[src/rtl/pll_ctrl_pkg.sv]
// Shared types and constants for the ECP5 EHXPLLL control and phase-stepping logic.
package pll_ctrl_pkg;

    typedef enum logic [2:0] {
        ST_WAIT_LOCK = 3'd0,
        ST_IDLE      = 3'd1,
        ST_SETUP     = 3'd2,
        ST_STEP_L    = 3'd3,
        ST_STEP_H    = 3'd4,
        ST_SETTLE    = 3'd5
    } state_t;

    localparam logic [1:0] SEL_CLKOP  = 2'd0;
    localparam logic [1:0] SEL_CLKOS  = 2'd1;
    localparam logic [1:0] SEL_CLKOS2 = 2'd2;
    localparam logic [1:0] SEL_CLKOS3 = 2'd3;

    localparam int unsigned DEF_LOCK_FILTER = 1024;
    localparam int unsigned DEF_STEP_LO     = 4;
    localparam int unsigned DEF_STEP_HI     = 4;
    localparam int unsigned DEF_SETTLE      = 16;

    localparam int unsigned STEP_CNT_W = 8;

    typedef struct packed {
        logic [1:0]            sel;
        logic                  dir;
        logic [STEP_CNT_W-1:0] steps;
    } phase_req_t;

    function automatic int unsigned max3(input int unsigned a,
                                         input int unsigned b,
                                         input int unsigned c);
        int unsigned m;
        m = (a > b) ? a : b;
        return (m > c) ? m : c;
    endfunction

    // Timers count down from N-1, so the widest delay sets the width (never below 1 bit).
    function automatic int unsigned timer_width(input int unsigned lo,
                                                 input int unsigned hi,
                                                 input int unsigned settle);
        int unsigned w;
        w = $clog2(max3(lo, hi, settle));
        return (w < 1) ? 1 : w;
    endfunction

endpackage

[src/rtl/pll_lock_filter.sv]
// PLL LOCK qualification: synchroniser, consecutive-cycle filter, lock_ok/lock_lost and
// the registered downstream reset.
module pll_lock_filter
    import pll_ctrl_pkg::*;
#(
    parameter int unsigned LOCK_FILTER = DEF_LOCK_FILTER
) (
    input  logic i_clk,
    input  logic i_rst,
    input  logic i_pll_locked,
    output logic o_lock_ok,
    output logic o_lock_lost,
    output logic o_sys_rst
);

    localparam int unsigned      CNT_W   = $clog2(LOCK_FILTER);
    localparam logic [CNT_W-1:0] CNT_MAX = CNT_W'(LOCK_FILTER - 1);

    logic             r_sync1;
    logic             r_sync2;
    logic [CNT_W-1:0] r_cnt;
    logic             r_lock_ok;
    logic             r_lock_ok_q;
    logic             r_lock_lost;
    logic             r_sys_rst;

    // Two-flop synchroniser for the asynchronous LOCK pin.
    always_ff @(posedge i_clk or posedge i_rst) begin
        if (i_rst) begin
            r_sync1 <= 1'b0;
            r_sync2 <= 1'b0;
        end else begin
            r_sync1 <= i_pll_locked;
            r_sync2 <= r_sync1;
        end
    end

    // Saturating run-length counter; any low sample drops lock at once.
    always_ff @(posedge i_clk or posedge i_rst) begin
        if (i_rst) begin
            r_cnt     <= '0;
            r_lock_ok <= 1'b0;
        end else if (!r_sync2) begin
            r_cnt     <= '0;
            r_lock_ok <= 1'b0;
        end else if (r_cnt == CNT_MAX) begin
            r_lock_ok <= 1'b1;
        end else begin
            r_cnt <= r_cnt + CNT_W'(1);
        end
    end

    always_ff @(posedge i_clk or posedge i_rst) begin
        if (i_rst) begin
            r_lock_ok_q <= 1'b0;
            r_lock_lost <= 1'b0;
            r_sys_rst   <= 1'b1;
        end else begin
            r_lock_ok_q <= r_lock_ok;
            r_lock_lost <= r_lock_ok_q & ~r_lock_ok;
            r_sys_rst   <= ~r_lock_ok;
        end
    end

    assign o_lock_ok   = r_lock_ok;
    assign o_lock_lost = r_lock_lost;
    assign o_sys_rst   = r_sys_rst;

endmodule

[src/rtl/pll_phase_ctrl.sv]
// EHXPLLL sequencer: lock qualification plus PHASESEL/PHASEDIR/PHASESTEP pulse generation
// for dynamic phase-shift requests.
module pll_phase_ctrl
    import pll_ctrl_pkg::*;
#(
    parameter int unsigned LOCK_FILTER = DEF_LOCK_FILTER,
    parameter int unsigned STEP_LO     = DEF_STEP_LO,
    parameter int unsigned STEP_HI     = DEF_STEP_HI,
    parameter int unsigned SETTLE      = DEF_SETTLE
) (
    input  logic                  i_clk,
    input  logic                  i_rst,
    input  logic                  i_pll_locked,
    input  logic                  i_req_valid,
    output logic                  o_req_ready,
    input  logic [1:0]            i_req_sel,
    input  logic                  i_req_dir,
    input  logic [STEP_CNT_W-1:0] i_req_steps,
    output logic [1:0]            o_phasesel,
    output logic                  o_phasedir,
    output logic                  o_phasestep,
    output logic                  o_busy,
    output logic                  o_done,
    output logic                  o_lock_ok,
    output logic                  o_lock_lost,
    output logic                  o_sys_rst
);

    localparam int unsigned      TMR_W      = timer_width(STEP_LO, STEP_HI, SETTLE);
    localparam logic [TMR_W-1:0] TMR_LO     = TMR_W'(STEP_LO - 1);
    localparam logic [TMR_W-1:0] TMR_HI     = TMR_W'(STEP_HI - 1);
    localparam logic [TMR_W-1:0] TMR_SETTLE = TMR_W'(SETTLE - 1);

    logic w_lock_ok;

    pll_lock_filter #(
        .LOCK_FILTER (LOCK_FILTER)
    ) u_lock_filter (
        .i_clk        (i_clk),
        .i_rst        (i_rst),
        .i_pll_locked (i_pll_locked),
        .o_lock_ok    (w_lock_ok),
        .o_lock_lost  (o_lock_lost),
        .o_sys_rst    (o_sys_rst)
    );

    phase_req_t w_req;
    assign w_req = '{sel: i_req_sel, dir: i_req_dir, steps: i_req_steps};

    state_t                r_state;
    state_t                w_state_next;
    logic [STEP_CNT_W-1:0] r_steps_left;
    logic [STEP_CNT_W-1:0] w_steps_left_next;
    logic [TMR_W-1:0]      r_timer;
    logic [TMR_W-1:0]      w_timer_next;
    logic [1:0]            r_phasesel;
    logic [1:0]            w_phasesel_next;
    logic                  r_phasedir;
    logic                  w_phasedir_next;
    logic                  r_phasestep;
    logic                  w_phasestep_next;
    logic                  r_req_ready;
    logic                  w_req_ready_next;
    logic                  r_busy;
    logic                  w_busy_next;
    logic                  r_done;
    logic                  w_done_next;

    always_ff @(posedge i_clk or posedge i_rst) begin
        if (i_rst) begin
            r_state      <= ST_WAIT_LOCK;
            r_steps_left <= '0;
            r_timer      <= '0;
            r_phasesel   <= SEL_CLKOP;
            r_phasedir   <= 1'b0;
            r_phasestep  <= 1'b1;
            r_req_ready  <= 1'b0;
            r_busy       <= 1'b0;
            r_done       <= 1'b0;
        end else begin
            r_state      <= w_state_next;
            r_steps_left <= w_steps_left_next;
            r_timer      <= w_timer_next;
            r_phasesel   <= w_phasesel_next;
            r_phasedir   <= w_phasedir_next;
            r_phasestep  <= w_phasestep_next;
            r_req_ready  <= w_req_ready_next;
            r_busy       <= w_busy_next;
            r_done       <= w_done_next;
        end
    end

    always_comb begin
        w_state_next      = r_state;
        w_steps_left_next = r_steps_left;
        w_timer_next      = r_timer;
        w_phasesel_next   = r_phasesel;
        w_phasedir_next   = r_phasedir;
        w_done_next       = 1'b0;

        // Losing lock anywhere outside WAIT_LOCK abandons the request without a done.
        if ((r_state != ST_WAIT_LOCK) && !w_lock_ok) begin
            w_state_next      = ST_WAIT_LOCK;
            w_steps_left_next = '0;
            w_timer_next      = '0;
        end else begin
            case (r_state)
                ST_WAIT_LOCK: begin
                    if (w_lock_ok) begin
                        w_state_next = ST_IDLE;
                    end
                end
                ST_IDLE: begin
                    if (i_req_valid && r_req_ready) begin
                        w_phasesel_next   = w_req.sel;
                        w_phasedir_next   = w_req.dir;
                        w_steps_left_next = w_req.steps;
                        w_state_next      = ST_SETUP;
                    end
                end
                ST_SETUP: begin
                    if (r_steps_left == '0) begin
                        w_state_next = ST_SETTLE;
                        w_timer_next = TMR_SETTLE;
                    end else begin
                        w_state_next = ST_STEP_L;
                        w_timer_next = TMR_LO;
                    end
                end
                ST_STEP_L: begin
                    if (r_timer == '0) begin
                        w_state_next      = ST_STEP_H;
                        w_timer_next      = TMR_HI;
                        w_steps_left_next = r_steps_left - STEP_CNT_W'(1);
                    end else begin
                        w_timer_next = r_timer - TMR_W'(1);
                    end
                end
                ST_STEP_H: begin
                    if (r_timer != '0) begin
                        w_timer_next = r_timer - TMR_W'(1);
                    end else if (r_steps_left == '0) begin
                        w_state_next = ST_SETTLE;
                        w_timer_next = TMR_SETTLE;
                    end else begin
                        w_state_next = ST_STEP_L;
                        w_timer_next = TMR_LO;
                    end
                end
                ST_SETTLE: begin
                    if (r_timer == '0) begin
                        w_state_next = ST_IDLE;
                        w_done_next  = 1'b1;
                    end else begin
                        w_timer_next = r_timer - TMR_W'(1);
                    end
                end
                default: begin
                    w_state_next = ST_WAIT_LOCK;
                end
            endcase
        end

        // Pin-level outputs are registered copies of what the next state implies.
        w_phasestep_next = (w_state_next != ST_STEP_L);
        w_req_ready_next = (w_state_next == ST_IDLE);
        w_busy_next      = (w_state_next == ST_SETUP)  || (w_state_next == ST_STEP_L) ||
                           (w_state_next == ST_STEP_H) || (w_state_next == ST_SETTLE);
    end

    assign o_req_ready = r_req_ready;
    assign o_phasesel  = r_phasesel;
    assign o_phasedir  = r_phasedir;
    assign o_phasestep = r_phasestep;
    assign o_busy      = r_busy;
    assign o_done      = r_done;
    assign o_lock_ok   = w_lock_ok;

endmodule
[config.mk]
export PLATFORM = sky130hd
export DESIGN_NAME = pll_phase_ctrl
export DESIGN_NICKNAME = d
export VERILOG_FILES = /design/src/rtl/pll_ctrl_pkg.sv /design/src/rtl/pll_lock_filter.sv /design/src/rtl/pll_phase_ctrl.sv
export SDC_FILE = /design/constraint.sdc
export NUM_CORES = 1
export LEC_CHECK = 0
export ABC_CLOCK_PERIOD_IN_PS = 1800
export BUFFER_PORTS_ARGS = -buffer_cell sky130_fd_sc_hd__buf_2
export CAP_MARGIN = 25
export CORE_ASPECT_RATIO = 0.75
export CORE_MARGIN = 4
export CORE_UTILIZATION = 30
export DETAILED_ROUTE_END_ITERATION = 10
export PLACE_DENSITY = 0.52
export SKIP_LAST_GASP = 1
export SLEW_MARGIN = 20
export SYNTH_ARGS = -nofsm -noshare
export SYNTH_HDL_FRONTEND = slang
export SYNTH_HIERARCHICAL = 1
export SYNTH_SLANG_ARGS = --single-unit
[constraint.sdc]
create_clock -name i_clk -period 1.8 [get_ports i_clk]
set_input_delay 0.36 -clock i_clk [delete_from_list [all_inputs] [get_ports i_clk]]
set_output_delay 0.36 -clock i_clk [all_outputs]
set_load 0.02 [all_outputs]
==> impl_metrics.env, run 1 <==
export IMPL_port_buffers=24
export IMPL_hold_class="input pin to asynchronous set/reset pin"
export IMPL_end_kind="flip-flop"
export IMPL_cts_reportedPaths_clkPinSlew_ns=0.09
export IMPL_netlist_area_um2=2106
export IMPL_cts_tree="done"
export IMPL_async_flop_share_pct=100.0
export IMPL_cts_root_buffer="clkbuf_8"
export IMPL_grtUsageTotal_pct=13.26
export IMPL_worstMarginPinSlew_ns=0.6257
export IMPL_rrSetupSlack_ns=0.05
export IMPL_finalSetupViolCount=0
export IMPL_gp_congestion=0.8509
export IMPL_crit_fanout=3
export IMPL_hold_viol=0
export IMPL_reg2reg_depth=7
export IMPL_drive_gt1_share_pct=27.74
export IMPL_clock_skew_ns=0.007514
export IMPL_grt_max_degree=23
export IMPL_synth_edff_count=0
export IMPL_power_density_nw_per_um2=639.7
export IMPL_first_pass_iters=4
export IMPL_max_cap_violations=0
export IMPL_antenna_cells=0
export IMPL_ys_types=55
export IMPL_fin_area_um2=2615
export IMPL_drtIter0Drc=109
export IMPL_grt_antenna_before_repair=0
export IMPL_initial_core_util_pct=30.82
export IMPL_p_leak_uw=0.001193
export IMPL_required_ns=2.02
export IMPL_dp_hpwl_mm=3.843
export IMPL_die_area_um2=8437
export IMPL_ys_seq_elements=38
export IMPL_wl_per_cell_um=14.62
export IMPL_drv_slew=0
export IMPL_routed_via_count=1823
export IMPL_slew_headroom_pct=58.24
export IMPL_critical_path_class="flip-flop to flip-flop"
export IMPL_via_per_inst=5.092
export IMPL_cts_sinks=38
export IMPL_max_freq_ghz=0.5712
export IMPL_grt_pass1_vias=1774
export IMPL_grt_overflow=0
export IMPL_num_rows=26
export IMPL_drt_total_wl_mm=5.234
export IMPL_hold_slack_ns=0.1078
export IMPL_critPathLaunchType="flip-flop"
export IMPL_die_h_um=80.56
export IMPL_mostFrequentLayoutCell="dfrtp_1"
export IMPL_ant_nets=0
export IMPL_cts_max_path_buffers=2
export IMPL_reg2reg_to="r_timer[2]"
export IMPL_worstPathArrival_ns=1.97
export IMPL_post_route_min_period_ns=1.751
export IMPL_grt_pass1_wl_mm=8.907
export IMPL_drc=0
export IMPL_clk_latency_ns=0.29
export IMPL_fin_util_pct=38.28
export IMPL_syn_nets=244
export IMPL_syn_area_per_cell_um2=9.401
export IMPL_placed_area_um2=2459
export IMPL_status="completed"
export IMPL_cts_max_level=2
export IMPL_ir_drop_mv=0.3319
export IMPL_rsz0062_at_grt="true"
export IMPL_core_um2=6832
export IMPL_worst_r2r_startpoint="r_timer[0]"
export IMPL_synth_seq_area_share_pct=45.28
export IMPL_syn_to_final_growth_pct=24.18
export IMPL_fp_dieW_um=104.7
export IMPL_nets=293
export IMPL_syn_inst=224
export IMPL_post_route_period_util_pct=97.26
export IMPL_ys_flop_type="dfrtp_1"
export IMPL_ioPinCount=25
export IMPL_final_cell_mix="dfrtp_1 (34), buf_4 (27), buf_2 (24)"
export IMPL_cts_inserted_buffers=5
export IMPL_ys_warn_count=6
export IMPL_p_total_uw=1673
layout make-up:
type	count	area, µm²
clock buffer	5	68.82
tap	84	105.1
clock inverter	3	45.04
sequential	38	955.9
multi-input combinational	162	1061
fill	689	4217
inverter	15	56.30
timing repair buffer	51	322.8
cells in the mapped netlist (2+ instances only):
cell type	count	area share (%)
buf_2	3	0.71
buf_6	2	1.1
clkbuf_1	4	0.71
o41ai_1	2	0.83
inv_1	14	2.5
and4b_1	2	0.95
mux2i_1	2	0.95
nand3_1	6	1.4
nand2b_1	4	1.2
nor2_1	22	3.9
a21o_1	2	0.71
o21ai_1	6	1.4
nor2b_1	4	1.2
o31a_1	2	0.83
a2bb2oi_1	2	0.83
and3_4	2	1.1
ha_1	5	3.0
a22oi_1	3	1.1
a31oi_1	3	0.89
o21a_1	5	1.8
nand3b_1	2	0.71
nand2_1	15	2.7
o211ai_1	3	1.1
and3_1	3	0.89
a21oi_1	10	2.4
dfrtp_1	36	43
mux2_1	3	1.6
a21boi_0	2	0.71
nor4_1	2	0.59
nand4_1	2	0.59
nor3_1	5	1.2
dfstp_2	2	2.5
xnor2_1	2	0.83
o21ai_0	19	4.5
a32oi_1	3	1.2
timing repair:
item                                    4_1_cts  5_1_grt
endpoints found under the hold margin         0        0
hold buffers                                  0        0
gates resized for setup                       4        3
buffers inserted                              3        0
pin swaps                                     5        1
endpoints found under the setup margin        2       11
state kept, by name, indices dropped and copies added, names as in the netlist:
signal and flops:
u_lock_filter/o_lock_ok 1, u_lock_filter/o_lock_lost 1, o_busy 1, o_done 1
o_req_ready 1, o_phasedir 1, u_lock_filter/r_sync2 1, u_lock_filter/r_cnt 10
o_phasesel 2, r_timer 4, u_lock_filter/o_sys_rst 1, r_state 3
u_lock_filter/r_lock_ok_q 1, o_phasestep 1, u_lock_filter/r_sync1 1, r_steps_left 8
worst max-delay path, stage by stage, from the launching register on:
cell      delay [ns]
dfrtp_1         0.35
inv_1           0.08
ha_4            0.18
and4bb_4        0.20
o21ai_2         0.13
o211ai_1        0.12
or4b_1          0.51
o211ai_1        0.10
per-stage QoR:
step           setup slack [ns]  instances  setup TNS, ns
3_5_place_dp           -0.04046        347       -0.04046
5_1_grt                -0.07095        358        -0.1104
4_1_cts                0.005018        358              0
2_1_floorplan           0.01273        224              0
6_report                0.04933        358              0
3_3_place_gp            0.03031        347              0
worst max path at each step:
stage	start	to	slack [ns]
2_1_floorplan	r_timer[0]	r_timer[2]	0.01
3_3_place_gp	r_timer[1]	r_timer[2]	0.03
3_5_place_dp	r_timer[1]	r_timer[2]	-0.04
4_1_cts	r_timer[0]	r_timer[2]	0.005
5_1_grt	r_timer[0]	r_timer[2]	-0.07
6_report	r_timer[0]	r_timer[2]	0.05
power by group:
group | total, µW | switching (µW) | internal, µW
clock network | 750 | 337 | 413
registers | 871 | 10.5 | 861
logic | 52.0 | 30.2 | 21.8
total | 1670 | 378 | 1300
layer usage:
| layer | GRT usage [%] | vias to the layer above | wire length, µm |
|---|---|---|---|
| li1 | - | 915 | - |
| met1 | 20.18 | 865 | 2872 |
| met4 | 4.325 | 0 | 48 |
| met5 | 0 | - | 0 |
| met2 | 17.86 | 38 | 2063 |
| met3 | 3.293 | 5 | 248 |
logic make-up after synthesis:
family / count (synthesis) / synth area share [%]
flip-flops: 38 / 45.28
buffers and inverters: 24 / 5.169
XOR/XNOR: 3 / 1.248
multiplexers: 5 / 2.555
AO/OA/AOI/OAI: 73 / 22.88
adder cells (fa/ha/maj): 5 / 2.971
AND/OR/NAND/NOR: 76 / 19.90
Power figures use the tool's default switching activity.
==> run 2: changes to the inputs <==
--- a/config.mk
+++ b/config.mk
@@ -11,7 +11,9 @@
 export CORE_ASPECT_RATIO = 0.75
 export CORE_MARGIN = 4
 export CORE_UTILIZATION = 30
+export CTS_CLUSTER_DIAMETER = 120
 export DETAILED_ROUTE_END_ITERATION = 10
+export MAX_ROUTING_LAYER = met4
 export PLACE_DENSITY = 0.52
 export SKIP_LAST_GASP = 1
 export SLEW_MARGIN = 20
==> run 2 against run 1 <==
Net effect:
- sequential power barely moved
- clock-buffer cell count is the same
- sequential share of layout area is the same
- setup slack about the same
- critical path type unchanged
- routed wire length barely moved
- worst hold slack hardly changed
- die area did not move
- via count barely moved
- cell area unchanged
- fmax stayed put
- sequential cell count did not move
- clock power hardly changed
==> impl_metrics.env, run 2 (synthesis results as in run 1) <==
export IMPL_cts_tree="done"
export IMPL_die_area_um2=8437
export IMPL_cts_hold_buffers=0
export IMPL_hold_viol=0
export IMPL_initial_core_util_pct=30.82
export IMPL_setup_ws_ns=0.04933
export IMPL_slowest_delay_ns=0.51
export IMPL_worstPathArrival_ns=1.97
export IMPL_rrSetupSlack_ns=0.05
export IMPL_hold_class="input pin to asynchronous set/reset pin"
export IMPL_p_leak_uw=0.001193
export IMPL_status="completed"
export IMPL_via_per_inst=5.089
export IMPL_p_int_uw=1295
export IMPL_cts_max_path_buffers=2
export IMPL_cp_top_family="simple AND/OR/NAND/NOR gates"
export IMPL_pwr_share_clk_pct=44.8
export IMPL_grt_max_degree=23
export IMPL_core_um2=6832
export IMPL_port_buffers=24
export IMPL_post_route_period_util_pct=97.26
export IMPL_post_route_min_period_ns=1.751
export IMPL_first_pass_iters=4
export IMPL_drt_total_wl_mm=5.232
export IMPL_switching_share_pct=22.61
export IMPL_antenna_cells=0
export IMPL_dp_slack_ns=-0.04046
export IMPL_grt_overflow=0
export IMPL_cts_reportedPaths_clkPinSlew_ns=0.09
export IMPL_syn_to_final_growth_pct=24.18
export IMPL_required_ns=2.02
export IMPL_finalSetupViolCount=0
export IMPL_crit_top_cell="o211ai_1"
export IMPL_cts_max_level=2
export IMPL_cts_inserted_buffers=5
export IMPL_slew_headroom_pct=58.24
export IMPL_grtUsageTotal_pct=13.62
export IMPL_seq_power_share_pct=52.1
export IMPL_routed_via_count=1822
export IMPL_finalSetupTns_ns=0
export IMPL_hold_slack_ns=0.1075
export IMPL_max_freq_ghz=0.5712
export IMPL_fin_area_um2=2615
export IMPL_rsz0062_at_grt="true"
export IMPL_seqCellArea_um2=955.9
export IMPL_max_cap_violations=0
export IMPL_grt_antenna_before_repair=0
export IMPL_crit_fanout=3
export IMPL_drv_slew=0
export IMPL_wl_per_cell_um=14.61
export IMPL_ant_nets=0
export IMPL_crit_chain="inv_1, ha_4, and4bb_4, o21ai_2, o211ai_1, or4b_1, o211ai_1"
export IMPL_critPathLaunchType="flip-flop"
export IMPL_cts_sinks=38
export IMPL_power_density_nw_per_um2=640.0
export IMPL_ioPinCount=25
export IMPL_drtIter0Drc=108
export IMPL_largest_register_ffs=10
export IMPL_drc=0
export IMPL_critical_path_class="flip-flop to flip-flop"
export IMPL_grt_pass1_vias=1776
export IMPL_nets=293
export IMPL_final_cell_mix="dfrtp_1 (34), buf_4 (27), buf_2 (24)"
export IMPL_grt_pass1_wl_mm=8.901
export IMPL_worstMarginPinSlew_ns=0.6258
export IMPL_placed_area_um2=2459
export IMPL_crit_buf_inv=1
export IMPL_reg_largest_list="u_lock_filter/r_cnt: 10 flops, r_steps_left: 8 flops, r_timer: 4 flops"
export IMPL_die_h_um=80.56
export IMPL_fp_dieW_um=104.7
export IMPL_regMostFlops="u_lock_filter/r_cnt"
export IMPL_num_rows=26
export IMPL_multi_input_area_um2=1061
export IMPL_p_sw_uw=378.4
export IMPL_end_kind="flip-flop"
export IMPL_fill_cells=689
export IMPL_dp_hpwl_mm=3.843
export IMPL_drive_gt1_share_pct=27.74
export IMPL_ir_drop_mv=0.3319
export IMPL_clock_skew_ns=0.007514
export IMPL_mostFrequentLayoutCell="dfrtp_1"
export IMPL_gp_congestion=0.8644
export IMPL_cts_root_buffer="clkbuf_8"
export IMPL_critical_path_slowest_cell="or4b_1"
export IMPL_p_comb_share_pct=3.1
export IMPL_fin_util_pct=38.28
export IMPL_clk_latency_ns=0.29
run 2: cell counts in the layout (fill, tap and decap cells not counted):
No cell type changed its count.
run 2: repair_timing:
action	CTS	global route
pin swaps	5	1
setup buffers	3	0
setup endpoints to repair	2	11
cloned	0	0
gates resized for setup	4	3
run 2: power by group through the flow:
| stage | clock, µW | combinational, µW | sequential (µW) |
|---|---|---|---|
| 3_3_place_gp | 0 | 53.0 | 888 |
| 2_1_floorplan | 0 | 30.5 | 883 |
| 5_1_grt | 814 | 60.7 | 874 |
| 6_report | 750 | 52.0 | 871 |
| 3_5_place_dp | 0 | 53.9 | 888 |
| 4_1_cts | 780 | 54.4 | 871 |
run 2: tightest hold or removal path: stages:
cell,delay [ns]
buf_2,0.10
inv_1,0.05
buf_4,0.29
run 2: layout make-up:
type	instances	share of cell area, %
well taps	84	4.019
multi-input cells	162	40.57
flip-flops and latches	38	36.56
repair buffers	51	12.34
clock inverters	3	1.722
clock buffers	5	2.632
inverters	15	2.153
run 2: final timing paths:
path                                       startpoint                    end  cells after the start
worst max register to register             r_timer[0]             r_timer[2]                      7
worst min-delay path                            i_rst             o_phasedir                      3
worst max-delay path                       r_timer[0]             r_timer[2]                      7
worst min register to register  u_lock_filter/r_sync1  u_lock_filter/r_sync2                      0
min in group i_clk                       i_pll_locked  u_lock_filter/r_sync1                      1
max in group asynchronous                       i_rst  u_lock_filter/r_sync1                      2
run 2: per-stage QoR:
step                power (µW)  std cells
finish                    1674        358
global route              1749        358
global placement         940.8        347
detailed placement       942.0        347
CTS                       1705        358
floorplan                913.7        224
run 2: layer usage:
layer	up-vias	global-route usage, %	wire length (µm)
met3	5	3.213	230
met2	36	17.86	2069
met1	866	20.23	2886
li1	915	-	-
met4	0	4.325	46
met5	-	-	0
==> run 3: changes to the inputs <==
--- a/config.mk
+++ b/config.mk
@@ -7,14 +7,15 @@
 export LEC_CHECK = 0
 export ABC_CLOCK_PERIOD_IN_PS = 1800
 export BUFFER_PORTS_ARGS = -buffer_cell sky130_fd_sc_hd__buf_2
-export CAP_MARGIN = 25
+export CAP_MARGIN = 5
 export CORE_ASPECT_RATIO = 0.75
 export CORE_MARGIN = 4
 export CORE_UTILIZATION = 30
 export CTS_CLUSTER_DIAMETER = 120
 export DETAILED_ROUTE_END_ITERATION = 10
 export MAX_ROUTING_LAYER = met4
-export PLACE_DENSITY = 0.52
+export PLACE_DENSITY = 0.6
+export REMOVE_ABC_BUFFERS = 1
 export SKIP_LAST_GASP = 1
 export SLEW_MARGIN = 20
 export SYNTH_ARGS = -nofsm -noshare
==> run 3 against run 2 <==
Net effect:
- largest power group unchanged
- critical path type unchanged
- clock-buffer cell count unchanged
- first-iteration DRC count shrank 14%
- highest routed layer unchanged
- clock power is 2% lower
- sequential cell count did not move
- setup slack worse by 0.0090 ns
- core utilization up 0.11 points
- final cell count decreased by 0.56%
- clock skew barely moved
==> impl_metrics.env, run 3 (synthesis results as in run 1) <==
export IMPL_status="completed"
export IMPL_via_per_inst=5.261
export IMPL_ir_drop_mv=0.3000
export IMPL_crit_buf_inv=1
export IMPL_hold_viol=0
export IMPL_reg_largest_list="u_lock_filter/r_cnt: 10 flops, r_steps_left: 8 flops, r_timer: 4 flops"
export IMPL_cts_tree="done"
export IMPL_max_cap_violations=0
export IMPL_regMostFlops="u_lock_filter/r_cnt"
export IMPL_clock_skew_ns=0.007623
export IMPL_slowest_delay_ns=0.53
export IMPL_crit_chain="inv_1, ha_2, and4b_1, o211ai_1, or4b_1, o211ai_1"
export IMPL_cts_inserted_buffers=5
export IMPL_placed_area_um2=2471
export IMPL_drtIter0Drc=93
export IMPL_cts_max_path_buffers=2
export IMPL_required_ns=2.01
export IMPL_drive_gt1_share_pct=28.31
export IMPL_grt_antenna_before_repair=0
export IMPL_num_rows=26
export IMPL_final_cell_mix="dfrtp_1 (35), buf_2 (24), buf_4 (24)"
export IMPL_crit_top_cell="o211ai_1"
export IMPL_cts_max_level=2
export IMPL_cts_sinks=38
export IMPL_core_um2=6832
export IMPL_finalSetupViolCount=0
export IMPL_initial_core_util_pct=30.82
export IMPL_slew_headroom_pct=60.30
export IMPL_cts_root_buffer="clkbuf_8"
export IMPL_grt_pass1_wl_mm=8.611
export IMPL_port_buffers=24
export IMPL_ioPinCount=25
export IMPL_drt_total_wl_mm=5.306
export IMPL_grt_pass1_vias=1733
export IMPL_grt_max_degree=23
export IMPL_gp_congestion=0.8584
export IMPL_p_leak_uw=0.001190
export IMPL_routed_via_count=1873
export IMPL_clk_latency_ns=0.29
export IMPL_drc=0
export IMPL_largest_register_ffs=10
export IMPL_max_freq_ghz=0.5683
export IMPL_grtUsageTotal_pct=13.32
export IMPL_dp_slack_ns=-0.01074
export IMPL_first_pass_iters=5
export IMPL_critical_path_class="flip-flop to flip-flop"
export IMPL_mostFrequentLayoutCell="dfrtp_1"
export IMPL_end_kind="flip-flop"
export IMPL_critical_path_slowest_cell="or4b_1"
export IMPL_worstPathArrival_ns=1.97
export IMPL_wl_per_cell_um=14.90
export IMPL_fin_util_pct=38.39
export IMPL_crit_fanout=3
export IMPL_setup_ws_ns=0.04031
export IMPL_power_density_nw_per_um2=633.4
export IMPL_antenna_cells=0
export IMPL_die_h_um=80.56
export IMPL_grt_overflow=0
export IMPL_ant_nets=0
export IMPL_p_total_uw=1661
export IMPL_post_route_min_period_ns=1.760
export IMPL_fp_dieW_um=104.7
export IMPL_syn_to_final_growth_pct=24.54
export IMPL_cts_hold_buffers=0
export IMPL_cp_top_family="simple AND/OR/NAND/NOR gates"
export IMPL_nets=291
export IMPL_dp_hpwl_mm=3.910
export IMPL_rsz0062_at_grt="true"
export IMPL_fin_area_um2=2623
export IMPL_worstMarginPinSlew_ns=0.5949
export IMPL_cts_reportedPaths_clkPinSlew_ns=0.08
export IMPL_drv_slew=0
export IMPL_finalSetupTns_ns=0
export IMPL_hold_class="input pin to asynchronous set/reset pin"
export IMPL_critPathLaunchType="flip-flop"
export IMPL_post_route_period_util_pct=97.76
export IMPL_die_area_um2=8437
==> run 3: layout make-up <==
type / count / area [µm²]
inverters: 15 / 56.30
clock inverters: 3 / 45.04
clock buffers: 5 / 68.82
repair buffers: 49 / 320.3
fillers: 686 / 4209
well taps: 84 / 105.1
multi-input cells: 162 / 1072
flip-flops and latches: 38 / 954.7
==> run 3: stage by stage <==
step	hold slack, ns	std cells
global placement	0.3338	347
CTS	0.1133	355
floorplan	0.2730	215
finish	0.1115	356
global route	0.1502	356
detailed placement	0.3347	347
==> run 3: layer usage <==
layer / global-route usage [%] / part of all wire (%) / vias up
met5: - / 0 / -
met3: 3.052 / 5.1 / 4
met4: 3.539 / 0.90 / 0
met2: 19.27 / 42 / 56
li1: - / - / 911
met1: 18.75 / 52 / 902
==> run 3: repair_timing <==
item                       4_1_cts  5_1_grt
pin swaps                        0        4
setup endpoints to repair        1       13
resized for setup                1        9
setup buffers                    0        1
hold endpoints to repair         0        0
==> run 3: path summary, 6_finish.rpt <==
check                                       from                endpoint  slack [ns]  cells after the start
max                              r_steps_left[1]              r_timer[2]        0.04                      6
min                                        i_rst              r_state[0]        0.11                      3
max reg2reg                      r_steps_left[1]              r_timer[2]        0.04                      6
min reg2reg                u_lock_filter/r_sync1   u_lock_filter/r_sync2        0.35                      0
max in group asynchronous                  i_rst  u_lock_filter/r_cnt[0]        1.28                      2
min in group i_clk                  i_pll_locked   u_lock_filter/r_sync1        0.18                      1
==> run 3: tightest hold or removal path: stages <==
cell and delay (ns):
buf_2 0.10, inv_1 0.04, buf_4 0.30
==> run 3: power by group <==
group | switching, µW | internal [µW] | leakage (µW)
sequential | 10.3 | 861 | 0.000510
combinational | 30.4 | 21.7 | 0.000629
clock | 326 | 412 | 0.0000504
